## config.mk

```make
export PLATFORM = sky130hd
export DESIGN_NAME = game_clock_scheduler
export DESIGN_NICKNAME = d
export VERILOG_FILES = /design/src/rtl/fpsr_pkg.sv /design/src/rtl/game_clock_scheduler_lfsr8.sv /design/src/rtl/game_clock_scheduler.sv
export SDC_FILE = /design/constraint.sdc
export NUM_CORES = 1
export LEC_CHECK = 0
export CAP_MARGIN = 20
export CORE_ASPECT_RATIO = 1.1
export CORE_UTILIZATION = 60
export DETAILED_ROUTE_END_ITERATION = 10
export PLACE_DENSITY = 0.87
export SLEW_MARGIN = 30
export SYNTH_ARGS = -nofsm -noshare
export SYNTH_HDL_FRONTEND = slang
export SYNTH_SLANG_ARGS = --single-unit
```

## constraint.sdc

```tcl
create_clock -name Clk -period 4.05 [get_ports Clk]
set_clock_uncertainty 0.2 [all_clocks]
set_input_delay 0.405 -clock Clk [delete_from_list [all_inputs] [get_ports Clk]]
set_output_delay 0.405 -clock Clk [all_outputs]
set_load 0.01 [all_outputs]
```

## src/rtl/fpsr_pkg.sv

```systemverilog
// Shared definitions for the first-person-second-row game blocks.
// Holds the game state encoding, the game length and the LFSR feedback taps.
package fpsr_pkg;

    typedef enum logic [2:0] {
        ST_STOP         = 3'd0,
        ST_RUN          = 3'd1,
        ST_PROF_PENDING = 3'd2,
        ST_QUIZ         = 3'd3,
        ST_EXPIRED      = 3'd4
    } state_t;

    localparam int MAX_TIME = 120;

    // x^8 + x^6 + x^5 + x^4 + 1, shifting toward the MSB
    localparam logic [7:0] LFSR_TAPS = 8'hB8;

    function automatic logic [7:0] lfsr_next(input logic [7:0] q);
        return {q[6:0], ^(q & LFSR_TAPS)};
    endfunction

endpackage

```

## src/rtl/game_clock_scheduler_lfsr8.sv

```systemverilog
// Free-running 8-bit Fibonacci LFSR with a nonzero seed; advances one step per enabled cycle.
// Output is the register itself, so a new value is visible the cycle after each step.
module lfsr8
    import fpsr_pkg::*;
#(
    parameter logic [7:0] SEED = 8'hA5
) (
    input  logic       Clk,
    input  logic       Reset,
    input  logic       i_en,
    output logic [7:0] o_q
);

    logic [7:0] r_q;

    always_ff @(posedge Clk or posedge Reset) begin
        if (Reset) begin
            r_q <= SEED;
        end else if (i_en) begin
            r_q <= lfsr_next(r_q);
        end
    end

    assign o_q = r_q;

endmodule

```

## src/rtl/game_clock_scheduler.sv

```systemverilog
// Game minute counter, professor-visit scheduler and quiz window timer.
// All outputs are registered; a minute strobe updates minutes, tick_min and state on the next edge.
module game_clock_scheduler
    import fpsr_pkg::*;
#(
    parameter int         TICKS_PER_MIN = 100_000_000,
    parameter int         MAX_TIME      = fpsr_pkg::MAX_TIME,
    parameter int         QUIZ_WINDOW   = 3,
    parameter int         MIN_GAP       = 8,
    parameter logic [7:0] LFSR_SEED     = 8'hA5
) (
    input  logic       Clk,
    input  logic       Reset,
    input  logic       Start,
    input  logic       Ack,
    input  logic       pause,
    input  logic       quiz_active,
    output logic [7:0] minutes,
    output logic       tick_min,
    output logic       professor_req,
    output logic       quiz_timeout,
    output logic       time_up
);

    localparam int PW = (TICKS_PER_MIN > 1) ? $clog2(TICKS_PER_MIN) : 1;
    localparam int QW = ($clog2(QUIZ_WINDOW + 1) > 2) ? $clog2(QUIZ_WINDOW + 1) : 2;
    localparam logic [PW-1:0] PRESC_LAST = PW'(TICKS_PER_MIN - 1);
    localparam logic [7:0]    MAX_MIN    = 8'(MAX_TIME);
    localparam logic [QW-1:0] QLOAD      = QW'(QUIZ_WINDOW);
    localparam logic [4:0]    GAP_BASE   = 5'(MIN_GAP);

    state_t        r_state;
    logic [PW-1:0] r_presc;
    logic [4:0]    r_gap;
    logic [QW-1:0] r_qcnt;
    logic [7:0]    r_minutes;
    logic          r_tick_min;
    logic          r_prof_req;
    logic          r_quiz_timeout;
    logic          r_time_up;

    logic [7:0] w_lfsr;
    logic       w_counting;
    logic       w_tick;
    logic [7:0] w_min_next;
    logic       w_expire;
    logic [4:0] w_gap_load;

    lfsr8 #(
        .SEED (LFSR_SEED)
    ) u_lfsr (
        .Clk   (Clk),
        .Reset (Reset),
        .i_en  (1'b1),
        .o_q   (w_lfsr)
    );

    assign w_counting = (r_state == ST_RUN) || (r_state == ST_PROF_PENDING) ||
                        (r_state == ST_QUIZ);
    assign w_tick     = w_counting && !pause && (r_presc == PRESC_LAST);
    assign w_min_next = r_minutes + 8'd1;
    assign w_expire   = w_tick && (w_min_next == MAX_MIN);
    assign w_gap_load = GAP_BASE + {1'b0, w_lfsr[3:0]};

    always_ff @(posedge Clk or posedge Reset) begin
        if (Reset) begin
            r_state        <= ST_STOP;
            r_presc        <= '0;
            r_gap          <= '0;
            r_qcnt         <= '0;
            r_minutes      <= '0;
            r_tick_min     <= 1'b0;
            r_prof_req     <= 1'b0;
            r_quiz_timeout <= 1'b0;
            r_time_up      <= 1'b0;
        end else begin
            r_tick_min     <= 1'b0;
            r_quiz_timeout <= 1'b0;
            if (Ack) begin
                r_state    <= ST_STOP;
                r_presc    <= '0;
                r_gap      <= '0;
                r_qcnt     <= '0;
                r_minutes  <= '0;
                r_prof_req <= 1'b0;
                r_time_up  <= 1'b0;
            end else begin
                // Holding the prescaler under pause delays the tick rather than dropping it
                if (w_counting && !pause) begin
                    r_presc <= (r_presc == PRESC_LAST) ? '0 : r_presc + 1'b1;
                end
                if (w_tick) begin
                    r_minutes  <= w_min_next;
                    r_tick_min <= 1'b1;
                end
                case (r_state)
                    ST_STOP: begin
                        if (Start) begin
                            r_state <= ST_RUN;
                            r_gap   <= w_gap_load;
                        end
                    end
                    ST_RUN: begin
                        if (w_expire) begin
                            r_state   <= ST_EXPIRED;
                            r_time_up <= 1'b1;
                        end else if (w_tick) begin
                            r_gap <= r_gap - 5'd1;
                            if (r_gap <= 5'd1) begin
                                r_state    <= ST_PROF_PENDING;
                                r_prof_req <= 1'b1;
                            end
                        end
                    end
                    ST_PROF_PENDING: begin
                        if (w_expire) begin
                            r_state    <= ST_EXPIRED;
                            r_time_up  <= 1'b1;
                            r_prof_req <= 1'b0;
                        end else if (quiz_active) begin
                            r_state    <= ST_QUIZ;
                            r_qcnt     <= QLOAD;
                            r_prof_req <= 1'b0;
                        end
                    end
                    ST_QUIZ: begin
                        if (w_expire) begin
                            r_state   <= ST_EXPIRED;
                            r_time_up <= 1'b1;
                        end else begin
                            // qcnt parks at zero so the timeout fires only once per quiz
                            if (w_tick && (r_qcnt != '0)) begin
                                r_qcnt <= r_qcnt - 1'b1;
                                if (r_qcnt == QW'(1)) begin
                                    r_quiz_timeout <= 1'b1;
                                end
                            end
                            if (!quiz_active) begin
                                r_state <= ST_RUN;
                                r_gap   <= w_gap_load;
                            end
                        end
                    end
                    ST_EXPIRED: begin
                    end
                    default: begin
                        r_state <= ST_STOP;
                    end
                endcase
            end
        end
    end

    assign minutes       = r_minutes;
    assign tick_min      = r_tick_min;
    assign professor_req = r_prof_req;
    assign quiz_timeout  = r_quiz_timeout;
    assign time_up       = r_time_up;

endmodule

```

==> out/summary.json <==
{
  "status": {
    "outcome": "complete, no violations"
  },
  "worst_setup_path": {
    "cp-startpoint": "minutes[0]",
    "worstPathRequired_ns": 4.09,
    "setup.reg_to_reg.worst_slack_ns": 1.22,
    "critPathMaxStageDelay_ns": 0.55,
    "critical_path.reg2reg.endpoint": "r_qcnt[0]",
    "endpoint": "r_qcnt[0]",
    "largest_driver_fanout_on_the_critical_path": 11,
    "timing.setup.critical_path_class": "register to register",
    "rr_startpoint": "minutes[0]",
    "critPathSlowestCell": "sky130_fd_sc_hd__dfrtp_1",
    "critical_path.startpoint_type": "register",
    "worst-endpoint-arrival_ns": 2.86,
    "reg2regPathDepth": 7,
    "end_kind": "register",
    "critical_path.cell_chain": "ha_1 -> inv_1 -> or4_1 -> a32oi_4 -> nand3_2 -> a311o_1 -> o41ai_2"
  },
  "place": {
    "hpwlAfterDp_mm": 4.785,
    "dp.cells": 422,
    "post_dp_cell_area_um2": 3527,
    "post-place-ws_ns": 1.017,
    "portBuffers": 17,
    "routability_congestion_estimate_from_global_placement": 0.8360
  },
  "floorplan": {
    "die_w_um": 72.71,
    "core_area_um2": 5135,
    "effective_utilization_at_floorplan": 0.6425,
    "die_h_um": 79.78,
    "pin_count": 18,
    "die_area_um2": 5800,
    "rows": 27
  },
  "logic_synthesis": {
    "top_area_cells_in_the_synthesized_netlist": "sky130_fd_sc_hd__dfrtp_1 40%, sky130_fd_sc_hd__xor2_1 5.8%, sky130_fd_sc_hd__nor2_1 5.5%",
    "ys_seq_elements": 57,
    "yosys_warnings": 0,
    "synth_fp_nets": 355,
    "synth-seq-area-share": 0.4338,
    "synth_edf_count": 0,
    "synthDominantCellAreaShare": 0.4020,
    "synth_flop_cell": "sky130_fd_sc_hd__dfrtp_1",
    "avgSynthCellArea_um2": 9.647,
    "synth_top_cell_by_area": "sky130_fd_sc_hd__dfrtp_1",
    "synthArstFlopShare": 1.000,
    "netlist_instances": 342,
    "post_synth_instance_area_um2": 3299,
    "yosys.cell_types.count": 66
  },
  "drt": {
    "final_antenna_net_count": 0,
    "met2WireLength_mm": 3.554,
    "drt_iter0_drc": 151,
    "drt_pass_1_iters": 4,
    "drc": 0,
    "avgViaCountPerCell": 6.130,
    "wl_met1_mm": 3.009,
    "postRouteWirelength_mm": 6.967,
    "top_layer_used": "met4",
    "avgRoutedWirePerCell_um": 15.94,
    "routed_vias": 2679,
    "wire_length_on_met3_um": 259
  },
  "cts": {
    "tritoncts": "done",
    "cts_made_buffers": 9,
    "cts_post_setup_buffers_inserted": 0,
    "holdBufCountCts": 0,
    "cts_num_sinks": 57,
    "maximum_buffer_depth_of_the_clock_tree": 2,
    "post_cts_sizing_count": 0,
    "cts.reportedPaths.clkPinSlew_ns": 0.06,
    "cts_root_buffer": "sky130_fd_sc_hd__clkbuf_8",
    "cts_htree_levels": 3,
    "insertion_delay_ns": 0.33
  },
  "final_layout": {
    "post_route_cells_drive_above_1_share": 0.1260,
    "nNetsFinal": 374,
    "fin_util": 0.7288,
    "flow.area_growth_from_synthesis_pct": 13.42,
    "stdcell_area_um2": 3742,
    "final_cell_count_no_fill": 437,
    "filler_cell_count": 392,
    "layout.cells.most_common": "sky130_fd_sc_hd__dfrtp_1",
    "mostFrequentLayoutCells": "53 x sky130_fd_sc_hd__dfrtp_1, 48 x sky130_fd_sc_hd__nor2_1, 22 x sky130_fd_sc_hd__xor2_1",
    "num_antenna_cells": 0
  },
  "global_routing": {
    "grt_overflow": 0,
    "first_pass_grt_wire_length_mm": 11.73,
    "via_count_of_the_first_global_routing_pass": 2563,
    "grt_start_max_net_pins": 45,
    "grt.total_usage": 0.2686,
    "antenna_violations_before_repair": 0
  },
  "timing": {
    "slew_headroom": 0.4343,
    "finalCriticalPeriod_ns": 2.828,
    "rsz0062_at_grt": "false",
    "hold_violations_final": 0,
    "hold-worst-slack_ns": 0.1527,
    "min_period_over_period": 0.6983,
    "timing.final.max_slew_violations": 0,
    "max_slew.worst_pin.slew_ns": 0.8463,
    "layout_setup_ws_ns": 1.222,
    "maxClockFrequency_mhz": 353.6,
    "final.setup.tns_ns": 0,
    "setup-violations-final": 0
  },
  "job": {
    "max_cap_viol_count": 0
  },
  "power_and_ir_drop": {
    "total_power_mw": 1.300,
    "irDropWorstVdd_mv": 0.3266,
    "power_leakage_nw": 1.538,
    "p_per_area_nw_per_um2": 347.4
  },
  "min_path": {
    "min_path_type": "register to register"
  }
}
## how the worst min path moves through the flow
stage                  start       endpoint  slack (ns)  depth (start not counted)
2_1_floorplan  u_lfsr.o_q[6]  u_lfsr.o_q[7]        0.13                          0
3_3_place_gp   u_lfsr.o_q[6]  u_lfsr.o_q[7]        0.14                          0
3_5_place_dp   u_lfsr.o_q[6]  u_lfsr.o_q[7]        0.15                          0
4_1_cts        u_lfsr.o_q[6]  u_lfsr.o_q[7]        0.16                          0
5_1_grt        u_lfsr.o_q[6]  u_lfsr.o_q[7]        0.16                          0
6_report       u_lfsr.o_q[6]  u_lfsr.o_q[7]        0.15                          0
## cell families (layout without fill, tap and decap cells)
logic type,count (synthesis),count (layout),share of synthesized area
flops,57,57,0.4338
mux,2,2,0.006447
simple gates,160,160,0.2772
compound gates,59,59,0.1396
xor+xnor,32,32,0.08494
fa+ha+maj,7,7,0.02654
buf+inv,25,48,0.03148
## registers in the layout, indices dropped and copies added (netlist names)
register and cells:
tick_min 1, r_state 3, r_presc 27, professor_req 1
u_lfsr.o_q 8, r_qcnt 2, r_gap 5, time_up 1
minutes 8, quiz_timeout 1
## critical path: cells and delay by family, from the launching register on
kind	cells	cell delay, ns
flip-flops	1	0.55
adder cells (fa/ha/maj)	1	0.32
AND/OR/NAND/NOR	2	0.79
buffers and inverters	1	0.11
AO/OA/AOI/OAI	3	0.76
## where the power goes
part           total [mW]  internal, mW  switching, mW
logic               0.139        0.0535         0.0857
registers           0.602         0.581         0.0214
clock network       0.559         0.347          0.212
total                1.30         0.981          0.319
## Yosys cell counts (8+ instances only)
| master | n |
|---|---|
| sky130_fd_sc_hd__a21oi_1 | 13 |
| sky130_fd_sc_hd__and3_1 | 11 |
| sky130_fd_sc_hd__clkbuf_1 | 8 |
| sky130_fd_sc_hd__dfrtp_1 | 53 |
| sky130_fd_sc_hd__inv_1 | 13 |
| sky130_fd_sc_hd__nand2_1 | 20 |
| sky130_fd_sc_hd__nand3_1 | 16 |
| sky130_fd_sc_hd__nand4_1 | 11 |
| sky130_fd_sc_hd__nor2_1 | 48 |
| sky130_fd_sc_hd__nor3_1 | 8 |
| sky130_fd_sc_hd__o21ai_0 | 11 |
| sky130_fd_sc_hd__xnor2_1 | 10 |
| sky130_fd_sc_hd__xor2_1 | 22 |
## cell type report
type                       instances  area [µm²]  share of cell area
timing repair buffer              20       192.7             0.05149
inverter                          13       50.05             0.01337
clock buffer                      13       178.9             0.04781
sequential                        57        1431              0.3825
clock inverter                     2       35.03            0.009361
multi-input combinational        260        1764              0.4714
tap                               72       90.09             0.02407
## per-layer routing
layer	vias to the layer above	global-route usage
met2	68	0.4570
li1	1272	-
met4	0	0.1314
met3	17	0.05934
met5	-	0
met1	1322	0.3192
Power figures use the tool's default switching activity.
